$ cat src/rtl/rotator_scheduler.sv
// Round-robin front end that shares one fixed-latency barrel rotator among NUM_REQ clients and returns results in issue order.
// Results appear ROT_LATENCY+1 cycles after accept; a credit counter stops issue while the result FIFO could overflow.
module rotator_scheduler #(
    parameter int DATA_WIDTH  = 32,
    parameter int NUM_REQ     = 4,
    parameter int ROT_LATENCY = 1,
    parameter int FIFO_DEPTH  = 4,
    localparam int SA_WIDTH   = $clog2(DATA_WIDTH),
    localparam int ID_WIDTH   = $clog2(NUM_REQ)
) (
    input  logic                          clk,
    input  logic                          reset,
    input  logic [NUM_REQ-1:0]            req_valid,
    output logic [NUM_REQ-1:0]            req_ready,
    input  logic [NUM_REQ*DATA_WIDTH-1:0] req_data,
    input  logic [NUM_REQ*SA_WIDTH-1:0]   req_shift,
    output logic [DATA_WIDTH-1:0]         rot_data_in,
    output logic [SA_WIDTH-1:0]           rot_shift_amount,
    input  logic [DATA_WIDTH-1:0]         rot_data_out,
    output logic                          rsp_valid,
    input  logic                          rsp_ready,
    output logic [ID_WIDTH-1:0]           rsp_id,
    output logic [DATA_WIDTH-1:0]         rsp_data,
    output logic                          idle
);
    localparam int CRD_W = $clog2(FIFO_DEPTH + 1);
    localparam int PTR_W = (FIFO_DEPTH > 1) ? $clog2(FIFO_DEPTH) : 1;

    logic [CRD_W-1:0]      credits_q, credits_d;
    logic [CRD_W-1:0]      count_q, count_d;
    logic [ID_WIDTH-1:0]   rr_ptr_q, rr_ptr_d;
    logic [PTR_W-1:0]      wr_ptr_q, rd_ptr_q;
    logic [ROT_LATENCY-1:0] tag_vld_q;
    logic [ID_WIDTH-1:0]   tag_id_q [ROT_LATENCY];
    logic [ID_WIDTH-1:0]   mem_id_q [FIFO_DEPTH];
    logic [DATA_WIDTH-1:0] mem_data_q [FIFO_DEPTH];

    logic                  can_issue, found, accept, push, pop;
    logic [ID_WIDTH-1:0]   win_id, idx;

    // Credits cover both in-flight tags and FIFO occupancy, so a push can never hit a full FIFO.
    assign can_issue = (credits_q < CRD_W'(FIFO_DEPTH));

    always_comb begin
        found  = 1'b0;
        win_id = '0;
        idx    = '0;
        for (int k = 0; k < NUM_REQ; k++) begin
            idx = ID_WIDTH'((int'(rr_ptr_q) + k) % NUM_REQ);
            if (!found && req_valid[idx]) begin
                found  = 1'b1;
                win_id = idx;
            end
        end
    end

    assign accept = found & can_issue;

    always_comb begin
        req_ready        = '0;
        rot_data_in      = '0;
        rot_shift_amount = '0;
        for (int i = 0; i < NUM_REQ; i++) begin
            if (accept && win_id == ID_WIDTH'(i)) begin
                req_ready[i]     = 1'b1;
                rot_data_in      = req_data[i*DATA_WIDTH +: DATA_WIDTH];
                rot_shift_amount = req_shift[i*SA_WIDTH +: SA_WIDTH];
            end
        end
    end

    assign push = tag_vld_q[ROT_LATENCY-1];
    assign pop  = rsp_valid & rsp_ready;

    always_comb begin
        rr_ptr_d = rr_ptr_q;
        if (accept) begin
            rr_ptr_d = (win_id == ID_WIDTH'(NUM_REQ - 1)) ? '0 : win_id + ID_WIDTH'(1);
        end

        credits_d = credits_q;
        if (accept && !pop) begin
            credits_d = credits_q + CRD_W'(1);
        end else if (!accept && pop) begin
            credits_d = credits_q - CRD_W'(1);
        end

        count_d = count_q;
        if (push && !pop) begin
            count_d = count_q + CRD_W'(1);
        end else if (!push && pop) begin
            count_d = count_q - CRD_W'(1);
        end
    end

    always_ff @(posedge clk) begin
        if (reset) begin
            rr_ptr_q  <= '0;
            credits_q <= '0;
            count_q   <= '0;
            wr_ptr_q  <= '0;
            rd_ptr_q  <= '0;
            tag_vld_q <= '0;
            for (int i = 0; i < ROT_LATENCY; i++) begin
                tag_id_q[i] <= '0;
            end
        end else begin
            rr_ptr_q  <= rr_ptr_d;
            credits_q <= credits_d;
            count_q   <= count_d;
            tag_vld_q[0] <= accept;
            tag_id_q[0]  <= win_id;
            for (int i = 1; i < ROT_LATENCY; i++) begin
                tag_vld_q[i] <= tag_vld_q[i-1];
                tag_id_q[i]  <= tag_id_q[i-1];
            end
            if (push) begin
                wr_ptr_q <= (wr_ptr_q == PTR_W'(FIFO_DEPTH - 1)) ? '0 : wr_ptr_q + PTR_W'(1);
            end
            if (pop) begin
                rd_ptr_q <= (rd_ptr_q == PTR_W'(FIFO_DEPTH - 1)) ? '0 : rd_ptr_q + PTR_W'(1);
            end
        end
    end

    // Storage needs no reset: the head is only exposed while the FIFO holds an entry.
    always_ff @(posedge clk) begin
        if (push) begin
            mem_id_q[wr_ptr_q]   <= tag_id_q[ROT_LATENCY-1];
            mem_data_q[wr_ptr_q] <= rot_data_out;
        end
    end

    assign rsp_valid = (count_q != '0);
    assign rsp_id    = rsp_valid ? mem_id_q[rd_ptr_q] : '0;
    assign rsp_data  = rsp_valid ? mem_data_q[rd_ptr_q] : '0;
    assign idle      = (credits_q == '0);

endmodule

$ cat config.mk
export PLATFORM = sky130hd
export DESIGN_NAME = rotator_scheduler
export DESIGN_NICKNAME = d
export VERILOG_FILES = /design/src/rtl/rotator_scheduler.sv
export SDC_FILE = /design/constraint.sdc
export NUM_CORES = 1
export LEC_CHECK = 0
export BUFFER_PORTS_ARGS = -buffer_cell sky130_fd_sc_hd__clkbuf_2
export CAP_MARGIN = 25
export CORE_ASPECT_RATIO = 1.4
export CORE_MARGIN = 2
export CORE_UTILIZATION = 46
export DETAILED_ROUTE_END_ITERATION = 16
export PLACE_DENSITY = 0.77
export SLEW_MARGIN = 20
export SYNTH_ARGS = -nofsm -noshare
export SYNTH_HDL_FRONTEND = slang
export SYNTH_SLANG_ARGS = --single-unit
$ cat constraint.sdc
create_clock -name clk -period 2 [get_ports clk]
set_input_delay 0.2 -clock clk [delete_from_list [all_inputs] [get_ports clk]]
set_output_delay 0.2 -clock clk [all_outputs]
set_load 0.02 [all_outputs]
==> impl_results.md, run 1 <==
- Gr usage total: 25.51%
- Largest family of logic cells by synthesized area: simple AND/OR/NAND/NOR gates
- Sw frac: 37.79%
- Slew headroom: 35.44%
- Run status: finished with violations
- Root Buffer: clkbuf_16
- Worst vdd ir: 0.001634 V
- Storage cell area: 4439 um^2
- # fillers: 1031
- CTS tree: yes
- Post-Synth Simple-Gate Area: 17.61%
- Sequential share of the synthesized area: 58.10%
- Yosys reg bits: 153
- Fmax: 0.3616 GHz
- Post-DP HPWL: 15110 um
- Mapped cell area: 7615 um^2
- Core area: 16170 um^2
- Leading cell type in the layout, fill and taps excluded: clkbuf_2
- Hold Fails Final Rpt: 0
- Most frequent cells in the layout: 190 x clkbuf_2, 136 x edfxtp_1, 111 x nand2_1
- Largest net degree at the start of global routing: 43
- Sink Count: 153
- Final setup margin: -0.7652 ns
- Failing checks: negative setup slack
- WS Path Type: reg -> out
- Adder-cell area share of the yosys netlist: 2.333%
- Area delta synth->final: 55.01%
- Layout cells sized above 1: 52.54%
- Hold Path Class: in -> reg
- Internal Power: 11370 uW
- Antenna violations before repair: 3
- CP max stage delay: 0.40 ns
- Net Sw Power: 6906 uW
- Final WL: 24080 um
- Vias in the first global route: 6261
- Post-layout net count: 1150
- DRC viols: 0
- Final setup skew: 0.008631 ns
- Via count: 6410
- Clock share of power: 17.8%
- Unrepaired setup endpoints after global routing: yes
- Slew Viols, Final: 0
- Top delay family on crit path: simple AND/OR/NAND/NOR gates
- Post-synthesis async set-or-reset flop share: 0%
- R2R setup slack: 0.02 ns
- Sequential Power Share: 22.1%
- Hold Slack: 0.01154 ns
- Die width: 112.7 um
- Crit share post-route: 138.3%
- Final Setup Violations: 73
- WHS Path Cells: 1
- DR vias/cell: 5.512
- P per Cell Area: 1548 nW/um^2
- Cell count along the critical path: 11
- Max Root-Sink Buffers: 2
- 1st-iter DRT viols: 389
- Worst path arrival time: 2.57 ns
- Max-cap violation count: 0
- Leakage: 0.004762 uW
- Top FF cell, synth: edfxtp_1
- Worst slew pin tran: 0.9684 ns
- Htree depth: 4
- Post-Syn Instances: 610
- Die area: 17610 um^2
- Critical path's slowest cell: or3_4
- Post-synthesis compound-gate area fraction: 7.345%
- Comb pwr share: 60.2%
- Gpl congestion: 0.8799
- Post-synthesis mux area share: 10.84%
- Mean area per synthesized cell: 12.48 um^2
- Chip Height: 156.2 um
- Remaining global-route overflow: 0
- Boundary Pins: 264
- ANT nets after route: 0
- I/O Buffers: 263
- Yosys Warn Count: 0
- Final min period: 2.765 ns
- Skew-Pair Late Insertion Delay: 0.42 ns
- Initial Util: 47.09%
- Required time of the critical path: 1.80 ns
- Crit path max fanout: 6
- First-pass GRT wire length: 33640 um
- Num rows: 55
- DR WL/cell: 20.70 um
- Pre-CTS WS: -0.3892 ns
- Unique masters post-synth: 37
- Most used cell, CP: buf_8
- Buffers and inverters on the worst path: 4
- Core Util, Final: 72.99%
- Area of the multi-input gates: 3443 um^2
- Startpoint types: flip-flop
- Critical-path cell list: nor2b_4, o21a_1, or3_4, ha_4, nor2_4, buf_12, buf_8, buf_4, o211ai_1, and3_4, buf_8
- Post-Syn Nets: 810
- Drt first pass iters: 5
- Post-synth EDFFs: 136
- Clk slew on worst S/H paths: 0.06 ns
- TritonCTS Buffers: 17
- Xor/xnor share of the synthesized area: 0.4601%
- Crit end category: output port
- R2R depth: 7
==> cell type report <==
| class | instances | area share, % |
|---|---|---|
| well taps | 199 | 2.109 |
| flip-flops and latches | 153 | 37.61 |
| repair buffers | 364 | 25.73 |
| clock buffers | 17 | 3.604 |
| inverters | 8 | 0.2544 |
| diodes | 1 | 0.02120 |
| multi-input cells | 406 | 29.17 |
| clock inverters | 15 | 1.505 |
==> power groups by stage <==
stage	Sequential, uW	Combinational, uW	Clock [uW]
floorplan	4040	4730	0
global placement	4060	7310	0
detailed placement	4080	7370	0
CTS	4030	9040	3260
global route	4060	11600	3420
finish	4030	11000	3250
==> synthesized netlist by cell type (all sizes together), types with 11 or more instances <==
cell,number,area [um^2]
edfxtp,136,4084
nand2,114,427.9
nor2b,74,462.9
o21ai,39,195.2
and3,38,237.7
o211ai,37,277.8
mux4,34,765.7
buf,23,146.4
clkbuf,20,75.07
dfxtp,17,340.3
nor2,12,57.55
ha,11,137.6
==> layer usage <==
layer	track usage (%)	vias to the layer above	share of wire, %
met1	29.49	3056	36
met4	10.34	6	3.4
met3	8.249	58	9.0
met5	0	-	0.19
li1	-	2928	-
met2	43.83	362	51
==> worst reg2reg max path, cell delays in order (launching register included) <==
cell,delay [ns]
dfxtp_2,0.34
o31ai_4,0.27
ha_2,0.23
inv_2,0.04
fa_2,0.36
xor2_2,0.15
or3_4,0.36
a21oi_2,0.14
==> state kept, by name (all words and copies together) (netlist names), named ones only <==
signal / cells
count_q: 3
wr_ptr_q: 2
mem_id_q: 8
rd_ptr_q: 2
tag_id_q: 2
rr_ptr_q: 2
mem_data_q: 128
push: 1
credits_q: 3
==> worst paths after layout <==
| kind | start | endpoint |
|---|---|---|
| setup / recovery | rr_ptr_q[0] | rot_data_in[16] |
| hold reg to reg | tag_id_q[0][0] | mem_id_q[0][0] |
| setup reg to reg | count_q[2] | credits_q[2] |
| hold / removal | rot_data_out[2] | mem_data_q[3][2] |
==> cell families after synthesis <==
kind of cell             after synthesis
buffers and inverters                 51
adder cells (fa/ha/maj)               13
multiplexers                          40
AO/OA/AOI/OAI                         88
flip-flops                           153
XOR/XNOR                               4
AND/OR/NAND/NOR                      261
==> through the flow <==
step,power (uW),setup TNS (ns),instance area [um^2],std cells
detailed placement,11450,-12.32,9563,1075
global placement,11370,-11.46,9563,1075
finish,18280,-28.15,11800,1163
global route,19060,-34.14,11800,1162
CTS,16330,-28.09,11120,1142
floorplan,8770,-3.618,7721,610
==> timing repair <==
action | 4_1_cts | 5_1_grt
setup buffers | 15 | 15
cloned | 5 | 6
pin swaps | 7 | 33
endpoints found under the setup margin | 74 | 77
endpoints found under the hold margin | 57 | 11
hold buffers | 15 | 4
resized for setup | 141 | 225
No activity file was read; power rests on OpenSTA's default activity.
==> run 2, diff against run 1 <==
--- a/config.mk
+++ b/config.mk
@@ -12,6 +12,7 @@
 export CORE_UTILIZATION = 46
 export DETAILED_ROUTE_END_ITERATION = 16
 export PLACE_DENSITY = 0.77
+export SKIP_CTS_REPAIR_TIMING = 1
 export SLEW_MARGIN = 20
 export SYNTH_ARGS = -nofsm -noshare
 export SYNTH_HDL_FRONTEND = slang
==> impl_results.md, run 2 (synthesis results as in run 1) <==
- Remaining global-route overflow: 0 (unchanged)
- First-pass GRT wire length: 30890 um (was 33640 um)
- Chip Height: 156.2 um (unchanged)
- Required time of the critical path: 1.80 ns (about the same)
- Leading cell type in the layout, fill and taps excluded: clkbuf_2 (unchanged)
- # fillers: 1122 (was 1031)
- Vias in the first global route: 5883 (was 6261)
- Internal Power: 10450 uW (was 11370 uW)
- Worst slew pin tran: 0.9557 ns (was 0.9684 ns)
- Met1 Use GR: 27.22% (was 29.49%)
- Post-layout net count: 1127 (was 1150)
- Failing checks: negative setup slack (unchanged)
- Boundary Pins: 264 (unchanged)
- Largest regs: mem_data_q (128), mem_id_q (8) (unchanged)
- Final WL: 22140 um (was 24080 um)
- Largest net degree at the start of global routing: 47 (was 43)
- P per Cell Area: 1498 nW/um^2 (was 1548 nW/um^2)
- DR WL/cell: 19.44 um (was 20.70 um)
- Final setup skew: 0.008824 ns (was 0.008631 ns)
- Root Buffer: clkbuf_16 (unchanged)
- Most frequent cells in the layout: 195 x clkbuf_2, 136 x edfxtp_1, 113 x nand2_1 (was 190 x clkbuf_2, 136 x edfxtp_1, 111 x nand2_1)
- GRT busiest layer: met2 (unchanged)
- Max Root-Sink Buffers: 2 (unchanged)
- DRC viols: 0 (unchanged)
- Core area: 16170 um^2 (unchanged)
- Slew Viols, Final: 0 (unchanged)
- ANT nets after route: 0 (unchanged)
- Hold Path Class: in -> reg (unchanged)
- Area delta synth->final: 47.60% (was 55.01%)
- Clk slew on worst S/H paths: 0.06 ns (about the same)
- Drt first pass iters: 4 (was 5)
- Met3 Usage GRT: 8.133% (was 8.249%)
- Die area: 17610 um^2 (unchanged)
- I/O Buffers: 263 (unchanged)
- Initial Util: 47.09% (unchanged)
- Die width: 112.7 um (unchanged)
- Global Route met2 Usage: 39.83% (was 43.83%)
- Crit share post-route: 136.7% (was 138.3%)
- Layout cells sized above 1: 50.00% (was 52.54%)
- Worst path arrival time: 2.53 ns (was 2.57 ns)
- Clock share of power: 19.0% (was 17.8%)
- Worst vdd ir: 0.001207 V (was 0.001634 V)
- Num rows: 55 (unchanged)
- Area of the multi-input gates: 3342 um^2 (was 3443 um^2)
- Sw frac: 37.92% (was 37.79%)
- 1st-iter DRT viols: 286 (was 389)
- Skew-Pair Late Insertion Delay: 0.42 ns (about the same)
- Leakage: 0.004538 uW (was 0.004762 uW)
- Hold Slack: 0.005802 ns (was 0.01154 ns)
- Fmax: 0.3657 GHz (was 0.3616 GHz)
- Storage cell area: 4437 um^2 (was 4439 um^2)
- WS Path Type: reg -> out (unchanged)
- Startpoint types: flip-flop (unchanged)
- CTS tree: yes (unchanged)
- DR vias/cell: 5.390 (was 5.512)
- Max-cap violation count: 0 (unchanged)
- Gpl congestion: 0.8799 (unchanged)
- Max reg flops: 128 (unchanged)
- Sink Count: 153 (unchanged)
- Largest reg by FF count: mem_data_q (unchanged)
- TritonCTS Buffers: 17 (unchanged)
- Post-DP HPWL: 15110 um (unchanged)
- Htree depth: 4 (unchanged)
- Pre-CTS WS: -0.3892 ns (unchanged)
- Slew headroom: 36.29% (was 35.44%)
- Via count: 6139 (was 6410)
- Final Setup Violations: 74 (was 73)
- Sequential Power Share: 24.1% (was 22.1%)
- # diodes: 0 (was 1)
- Final min period: 2.735 ns (was 2.765 ns)
- Hold Fails Final Rpt: 0 (unchanged)
- Comb pwr share: 56.9% (was 60.2%)
- Unrepaired setup endpoints after global routing: yes (unchanged)
- Final setup margin: -0.7348 ns (was -0.7652 ns)
- Antenna violations before repair: 4 (was 3)
- Crit path max fanout: 5 (was 6)
- Net Sw Power: 6384 uW (was 6906 uW)
- Run status: finished with violations (unchanged)
- Crit end category: output port (unchanged)
- Gr usage total: 23.38% (was 25.51%)
[run 2: cell types whose count changed in the layout (fill, tap and decap cells not counted), moves of 5 or more]
cell and delta:
buf_2 +11, buf_4 -7, buf_6 +9, buf_8 -25, clkbuf_2 +5, dlygate4sd3_1 -7, nor2b_1 +11, nor2b_4 -10
o21ai_0 +24, o21ai_1 -22
[run 2: path summary, 6_finish.rpt]
check / from / to / slack [ns] / depth (start not counted)
worst min register to register: rd_ptr_q[0] / flip-flop / 0.50 / 2
worst max register to register: count_q[1] / credits_q[2] / 0.02 / 7
worst min-delay path: rot_data_out[10] / mem_data_q[3][10] / 0.006 / 1
worst max-delay path: rr_ptr_q[0] / rot_data_in[18] / -0.73 / 11
[run 2: metrics by stage]
step / power, uW / TNS, ns / std cells / cell area (um^2) / utilization, %
2_1_floorplan: 8770 / -3.618 / 610 / 7721 / -
3_3_place_gp: 11370 / -11.46 / 1075 / 9563 / 59.13
3_5_place_dp: 11450 / -12.32 / 1075 / 9563 / 59.13
4_1_cts: 14660 / -33.84 / 1107 / 10170 / 62.86
5_1_grt: 17680 / -34.50 / 1139 / 11240 / 69.50
6_report: 16830 / -28.14 / 1139 / 11240 / 69.50
[run 2: critical path, cell delays in order, from the launching register on]
cell and delay (ns):
dfxtp_4 0.37, nand2b_4 0.15, a21oi_4 0.07, or3_4 0.42, ha_4 0.21, nor2_4 0.14
buf_12 0.14, buf_12 0.11, buf_4 0.10, o211ai_1 0.08, and3_4 0.18, clkbuf_2 0.15
[run 2: cell type report]
cell class | instances | share of cell area [%]
clock buffers | 17 | 3.785
repair buffers | 341 | 22.94
flip-flops and latches | 153 | 39.47
inverters | 8 | 0.2672
well taps | 199 | 2.215
multi-input cells | 406 | 29.73
clock inverters | 15 | 1.581
[run 2: power by group through the flow]
stage	sequential (uW)	combinational (uW)	clock [uW]
3_5_place_dp	4080	7370	0
2_1_floorplan	4040	4730	0
5_1_grt	4080	10200	3410
6_report	4050	9580	3210
4_1_cts	4020	7390	3260
3_3_place_gp	4060	7310	0
[run 2: routing by layer]
metal / vias up / part of all wire, % / wire, um
met4: 8 / 3.0 / 657
li1: 2878 / - / -
met1: 2888 / 36 / 8016
met2: 319 / 51 / 11310
met5: - / 0.24 / 54
met3: 46 / 9.5 / 2101
